**src/rtl/food_ctrl.sv**
```systemverilog
// Food placement sequencer: detects eating, keeps the score and searches for a
// food position that does not overlap the snake body before committing it.
module food_ctrl #(
  parameter int SEG_AW    = 5,
  parameter int SCORE_W   = 8,
  parameter int MAX_TRIES = 15
) (
  input  logic               clk,
  input  logic               rst,
  input  logic               move_tick,
  input  logic [7:0]         head_X,
  input  logic [7:0]         head_Y,
  input  logic [7:0]         food_X,
  input  logic [7:0]         food_Y,
  input  logic [7:0]         cand_X,
  input  logic [7:0]         cand_Y,
  input  logic [SEG_AW:0]    snake_len,
  output logic [SEG_AW-1:0]  seg_addr,
  input  logic [7:0]         seg_X,
  input  logic [7:0]         seg_Y,
  input  logic               game_over,
  output logic               grow,
  output logic               gen_food,
  output logic [7:0]         food_new_X,
  output logic [7:0]         food_new_Y,
  output logic               place_fail,
  output logic               busy,
  output logic [SCORE_W-1:0] score
);

  localparam int TRIES_W = ($clog2(MAX_TRIES + 1) > 4) ? $clog2(MAX_TRIES + 1) : 4;
  localparam logic [TRIES_W-1:0] TRIES_MAX = TRIES_W'(MAX_TRIES);

  typedef enum logic [1:0] {IDLE, CAPTURE, SCAN, COMMIT} state_t;

  state_t             state, state_n;
  logic [TRIES_W-1:0] tries, tries_n;
  logic [SEG_AW:0]    j, j_n, len_r, len_n;
  logic [7:0]         cap_X, cap_Y, cap_X_n, cap_Y_n;
  logic [SEG_AW-1:0]  seg_addr_n;
  logic [SCORE_W-1:0] score_n;
  logic [7:0]         food_new_X_n, food_new_Y_n;
  logic               grow_n, gen_food_n, place_fail_n, busy_n;
  logic               eat, cand_ok, seg_hit;

  assign eat     = move_tick && !game_over && (head_X == food_X) && (head_Y == food_Y);
  assign cand_ok = (cand_X >= 8'h11) && (cand_X <= 8'h89) &&
                   (cand_Y >= 8'h0B) && (cand_Y <= 8'h6D);
  // Read data is one cycle behind the address, so the first scan cycle has nothing to compare.
  assign seg_hit = (j != '0) && (seg_X == cap_X) && (seg_Y == cap_Y);

  always_comb begin
    state_n      = state;
    tries_n      = tries;
    j_n          = j;
    len_n        = len_r;
    cap_X_n      = cap_X;
    cap_Y_n      = cap_Y;
    seg_addr_n   = seg_addr;
    score_n      = score;
    busy_n       = busy;
    food_new_X_n = food_new_X;
    food_new_Y_n = food_new_Y;
    grow_n       = 1'b0;
    gen_food_n   = 1'b0;
    place_fail_n = 1'b0;
    case (state)
      IDLE: begin
        if (eat) begin
          grow_n  = 1'b1;
          score_n = (score == '1) ? score : score + 1'b1;
          tries_n = '0;
          busy_n  = 1'b1;
          state_n = CAPTURE;
        end
      end
      CAPTURE: begin
        if (game_over) begin
          busy_n  = 1'b0;
          state_n = IDLE;
        end else if (cand_ok) begin
          cap_X_n    = cand_X;
          cap_Y_n    = cand_Y;
          len_n      = (snake_len == '0) ? (SEG_AW+1)'(1) : snake_len;
          seg_addr_n = '0;
          j_n        = '0;
          tries_n    = tries + 1'b1;
          state_n    = SCAN;
        end
      end
      SCAN: begin
        // A move rewrites the body under the scan, so the attempt is discarded uncounted.
        if (game_over) begin
          busy_n  = 1'b0;
          state_n = IDLE;
        end else if (move_tick) begin
          tries_n = tries - 1'b1;
          state_n = CAPTURE;
        end else if (seg_hit && (tries < TRIES_MAX)) begin
          state_n = CAPTURE;
        end else if (seg_hit || (j == len_r)) begin
          gen_food_n   = 1'b1;
          place_fail_n = seg_hit;
          food_new_X_n = cap_X;
          food_new_Y_n = cap_Y;
          state_n      = COMMIT;
        end else begin
          j_n = j + 1'b1;
          if ({1'b0, seg_addr} != (len_r - 1'b1))
            seg_addr_n = seg_addr + 1'b1;
        end
      end
      COMMIT: begin
        busy_n  = 1'b0;
        state_n = IDLE;
      end
      default: state_n = IDLE;
    endcase
  end

  always_ff @(posedge clk or posedge rst) begin
    if (rst) state <= IDLE;
    else     state <= state_n;
  end

  always_ff @(posedge clk or posedge rst) begin
    if (rst) begin
      tries      <= '0;
      j          <= '0;
      len_r      <= (SEG_AW+1)'(1);
      cap_X      <= '0;
      cap_Y      <= '0;
      seg_addr   <= '0;
      score      <= '0;
      busy       <= 1'b0;
      grow       <= 1'b0;
      gen_food   <= 1'b0;
      place_fail <= 1'b0;
      food_new_X <= 8'h50;
      food_new_Y <= 8'h47;
    end else begin
      tries      <= tries_n;
      j          <= j_n;
      len_r      <= len_n;
      cap_X      <= cap_X_n;
      cap_Y      <= cap_Y_n;
      seg_addr   <= seg_addr_n;
      score      <= score_n;
      busy       <= busy_n;
      grow       <= grow_n;
      gen_food   <= gen_food_n;
      place_fail <= place_fail_n;
      food_new_X <= food_new_X_n;
      food_new_Y <= food_new_Y_n;
    end
  end

endmodule

```
**config.mk**
```make
export PLATFORM = sky130hd
export DESIGN_NAME = food_ctrl
export DESIGN_NICKNAME = d
export VERILOG_FILES = /design/src/rtl/food_ctrl.sv
export SDC_FILE = /design/constraint.sdc
export NUM_CORES = 1
export LEC_CHECK = 0
export ABC_AREA = 1
export BUFFER_PORTS_ARGS = -buffer_cell sky130_fd_sc_hd__buf_2
export CORE_MARGIN = 10
export CORE_UTILIZATION = 25
export DETAILED_ROUTE_END_ITERATION = 7
export HOLD_SLACK_MARGIN = 0.1
export PLACE_DENSITY_LB_ADDON = 0.12
export SYNTH_ARGS = -nofsm -noshare
export SYNTH_HDL_FRONTEND = slang
export SYNTH_SLANG_ARGS = --single-unit
```
**constraint.sdc**
```tcl
create_clock -name clk -period 2.12 [get_ports clk]
set_input_delay 0.106 -clock clk [delete_from_list [all_inputs] [get_ports clk]]
set_output_delay 0.106 -clock clk [all_outputs]
set_load 0.01 [all_outputs]
```
# --- Yosys cells after proc, flatten, opt, wreduce, memory -nomap -nowiden ---
# Index checks and enable logic that the tools add are counted.
classes:
  eq_ne: 22
  n_bitwise: 4
  n_addsub: 6
  magnitude_cmp: 5
  mux: 45
  reduce_logical: 25
op_table:
  columns: ["op", "count"]
  rows:
  - ["$mux 6", 7]
  - ["$mux 5", 7]
  - ["$eq 8x8->1", 4]
  - ["$mux 4", 5]
  - ["$ne 2x2->1 const B", 9]
  - ["$mux 1", 14]
  - ["$mux 2", 7]
  - ["$pmux 4 s3", 1]
  - ["$pmux 6 s2", 1]
  - ["$pmux 5 s2", 1]
  - ["$logic_and 1x1->1", 9]
  - ["$reduce_and 3->1", 3]
  - ["$add 8x1->8 const B", 1]
  - ["$eq 8x8->1 const B", 1]
  - ["$ge 8x4->1 const B", 1]
  - ["$ge 8x5->1 const B", 1]
  - ["$le 8x7->1 const B", 1]
  - ["$le 8x8->1 const B", 1]
  - ["$pmux 2 s4", 1]
  - ["$reduce_and 8->1", 1]
  - ["$reduce_and 7->1", 1]
  - ["$add 6x1->6 const B", 1]
  - ["$eq 6x6->1", 1]
  - ["$logic_not 6->1", 1]
  - ["23 further kinds", 27]
totals:
  inputBits: 74
  reg_bits: 67
  output_inout_bits: 33
  wordCells: 121

# --- Logic depth before layout (Yosys ltp) ---
depth:
  depth_word: 9
  depth_mapped: 14
  mapped_depth_nobuf: 14

# --- Least setup slack after synthesis ---
# OpenSTA, ideal clock, no wires.
synth_path:
  path_type: "flip-flop to flip-flop"
  startpoint: "register len_r[0]"
  endpoint: "register seg_addr[0]"
  t_required_ps: 2003
  path_stages_with_launch: 12
  t_arrival_ps: 1698
  path_slack_ps: 305
  setup_ps: 117
  cell_sequence: "dfstp_2 > inv_1 > ha_1 > xor2_1 > nand2_1 > nor2_1 > nand4_1 > nand2_1 > nand2_1 > nand3_1 > nand2_1 > nand2_1"
synth_between:
  elab_chain_cells: 4
synth_lines:
  columns: ["item", "line_no", "rtl"]
  rows:
  - ["from (decl)", "38", "logic [SEG_AW:0] j, j_n, len_r, len_n;"]
  - ["from (signal assigned)", "130", "len_r <= (SEG_AW+1)'(1);"]
  - ["from (signal assigned)", "144", "len_r <= len_n;"]
  - ["$sub 6x1->6 or $eq 6x6->1 (tied branches)", "109, 101", null]
  - ["$ne 5x6->1 or $logic_or 1x1->1 (tied branches)", "109, 101", null]
  - ["$ne 2x2->1 (no line)", null, null]
  - ["$reduce_and 8->1 (no line) (*)", null, null]
  - ["to (signal assigned)", "147", "seg_addr <= seg_addr_n;"]
  - ["to (decl)", "18", "output logic [SEG_AW-1:0] seg_addr,"]
# Every way passes the cells marked *; elsewhere a longest branch is shown, timed or not.
# A chain may end at the register's enable or synchronous reset.

# --- Final worst setup path ---
layout_path:
  startpoint: "register len_r[0]"
  endpoint: "register seg_addr[1]"
# The elaborated chain is that of the path after synthesis.

==> metrics.md <==
| Metric | Value |
|---|---|
| Core ar. | `16000 sq um` |
| Skew-Pair Late Insertion Delay | `340 ps` |
| Most common cell in the netlist | `nand2_1` |
| Global route overflow | `0` |
| Routed wl met3 | `810 um` |
| Via density | `4.242` |
| Clk buf depth | `2` |
| Routed WL per cell | `13.26 um` |
| Synth Instances | `553` |
| Largest net degree at the start of global routing | `68` |
| Seq/Total Area, Yosys | `0.4095` |
| Port Buf Inserts | `106` |
| Metal1 wirelength | `5642 um` |
| Yosys reg bits | `67` |
| Initial Utilization | `0.2572` |
| Top cells by count, synth | `nand2_1 (172), inv_1 (71), dfrtp_1 (60)` |
| Setup tns final | `0 ps` |
| Cell mode on critical path | `nand2_1` |
| PD cells | `918.9 nW/um^2` |
| Clock slew at reported path FFs | `60 ps` |
| Root buf cell | `clkbuf_16` |
| Worst VDD drop | `393.0 uV` |
| Setup slack after layout | `208.5 ps` |
| DR WL met2 | `5426 um` |
| Post-synth top area cell | `dfrtp_1` |
| Pre-CTS setup slack | `168.0 ps` |
| Mapped Area | `4115 sq um` |
| Most used DFF post-synth | `dfrtp_1` |
| Max Clk Rate | `523.1 MHz` |
| Worst Tran Pin Value | `376.3 ps` |
| Fin crit share | `0.9017` |
| Die X | `148.3 um` |
| Net Count, Synth | `640` |
| Crit path DAT | `2140 ps` |
| CTS tree | `done` |
| Crit start category | `register` |
| Period minus WS final | `1912 ps` |
| RSZ-0062 raised after global routing | `no` |
| Worst endpoint required time | `2350 ps` |
| Number of global-route vias before repair | `4031` |
| CP max stage cell | `dfstp_2` |
| Routed via count | `3856` |
| Final nets | `775` |
| ANT nets after route | `0` |
| Worst path cell trace | `inv_1, ha_1, xor2_1, nand2_1, nor2_1, nand4_1, nand2_1, nand2_1, nand3_2, nand2_1, nand2_1` |
| DRT Wirelength | `12050 um` |
| Worst Hold Class | `input port to register` |
| Post-synth ARST share | `1.000` |
| GRT Total Usage | `0.1126` |
| DP Area | `4933 sq um` |
| Non-Filler Instances | `909` |
| Max Clock Skew | `7.754 ps` |
| DRC | `0` |
| First-pass GRT wire length | `20230 um` |
| Area grow syn2layout | `32.23%` |
| Final setup viols | `0` |
| Tot Pwr | `5000 uW` |
| DIE HEIGHT | `148.3 um` |
| Hold Violations, Final | `0` |
| Top Layer Used | `met4` |
| Detailed router's first-iteration violation count | `175` |
| Num CTS Buffers | `9` |
| Core Rows | `46` |
| Final Max Tran Viols | `0` |
| Initial DRT Pass Iterations | `4` |
| Critical Path Sink Type | `register` |
| Crit Path Class | `register to register` |
| GPL Wtd Cong | `0.8046` |
| Top cells by area, synth | `dfrtp_1 (36%), nand2_1 (16%), inv_1 (6.5%)` |
| Outcome | `completed` |
| Largest stage delay, worst path | `550 ps` |
| Detailed Place HPWL | `8999 um` |
| CP top delay family | `simple AND/OR/NAND/NOR gates` |
| Max Cap Viol | `0` |
| Slew HR | `0.7491` |
| Synth top area share | `0.3649` |
| # diodes | `0` |
| Number of synthesized flops with an enable pin | `0` |
| Ys Warns | `0` |
| Crit-path max FO | `6` |
| Antenna violations before repair | `0` |
| Clk sinks | `67` |
| WP buf/inv | `1` |
| Die area | `21990 sq um` |
| Fin area | `5441 sq um` |
| Placed insts | `873` |
| Share of cells above drive strength 1 | `0.2294` |
| Netlist cell types | `37` |
| I/O pins | `107` |
| Leak | `0.002962 uW` |
| Syn avg cell area | `7.442 sq um` |
| H-Tree Depth | `3` |
[final timing paths]
check	startpoint	end	slack, ps	cells past startpoint
max in group asynchronous	rst	food_new_Y[6]$_DFFE_PP1P_	1400	4
max reg2reg	len_r[0]$_DFFE_PP1P_	seg_addr[1]$_DFFE_PP0P_	210	11
max	len_r[0]$_DFFE_PP1P_	seg_addr[1]$_DFFE_PP0P_	210	11
min in group asynchronous	rst	cap_X[5]$_DFFE_PP0P_	390	4
min reg2reg	food_new_Y[0]$_DFFE_PP1P_	food_new_Y[0]$_DFFE_PP1P_	470	2
min	cand_X[0]	cap_X[0]$_DFFE_PP0P_	110	3
[cells by family after synthesis]
kind of cell | after synthesis | share of synthesized area
DFF | 67 | 0.4095
muxes | 7 | 0.01915
buffers and inverters | 81 | 0.07996
AOI/OAI and AO/OA | 65 | 0.08118
and+or+nand+nor | 295 | 0.3156
xor gates and xnor gates | 25 | 0.05321
adders and majority gates | 13 | 0.04135
[state kept, by name, summed over array words and instances, names as in the netlist, 5 cells and up]
register,count
len_r,6
food_new_Y,8
score,8
food_new_X,8
j,6
cap_Y,8
cap_X,8
seg_addr,5
[tightest hold or removal path: cells and delay by family]
family                 cells  cell delay, ps
AOI/OAI and AO/OA          1             150
buffers and inverters      2             160
[metal layers]
metal / track usage / up-vias
met1: 0.1391 / 1697
li1: - / 2042
met3: 0.03610 / 13
met4: 0.04410 / 0
met2: 0.1782 / 104
met5: 0 / -
[cells in the final DEF (no fill, tap or decap), types with 4 or more instances in the layout]
cell | Yosys | final
nand2_1 | 172 | 172
buf_2 | 2 | 106
inv_1 | 71 | 70
dfrtp_1 | 60 | 60
nor2_1 | 55 | 55
o21ai_0 | 43 | 43
nand3_1 | 25 | 24
dlygate4sd3_1 | 0 | 20
nand4_1 | 18 | 18
xnor2_1 | 16 | 16
a21oi_1 | 15 | 15
ha_1 | 12 | 12
xor2_1 | 9 | 9
clkbuf_16 | 0 | 9
nor3_1 | 8 | 8
dfstp_2 | 7 | 7
mux2_2 | 6 | 6
nand3_2 | 4 | 5
o21ai_1 | 4 | 4
clkinvlp_4 | 0 | 4
buf_4 | 0 | 4
[repair_timing]
action | in CTS | in global routing
setup buffers | 0 | 0
setup endpoints to repair | 0 | 5
hold endpoints to repair | 79 | 0
hold buffers | 20 | 0
resized for setup | 0 | 1
[final cells by class]
type / instances / area [sq um]
clock inverters: 7 / 77.57
inverters: 73 / 276.5
flip-flops and latches: 67 / 1685
multi-input cells: 405 / 2106
well taps: 216 / 270.3
repair buffers: 132 / 800.8
fillers: 1758 / 10560
clock buffers: 9 / 225.2
[stage by stage]
step                hold WS [ps]  utilization
floorplan                  237.7            -
global placement           225.0       0.3083
detailed placement         221.1       0.3083
CTS                        100.9       0.3398
global route               138.9       0.3401
finish                     112.6       0.3401
[where the power goes]
part / switching, uW / total (uW) / internal (uW)
combinational: 973 / 1630 / 653
clock: 635 / 1550 / 917
sequential: 271 / 1820 / 1550
total: 1880 / 5000 / 3120
No activity file was read; power rests on OpenSTA's default activity.
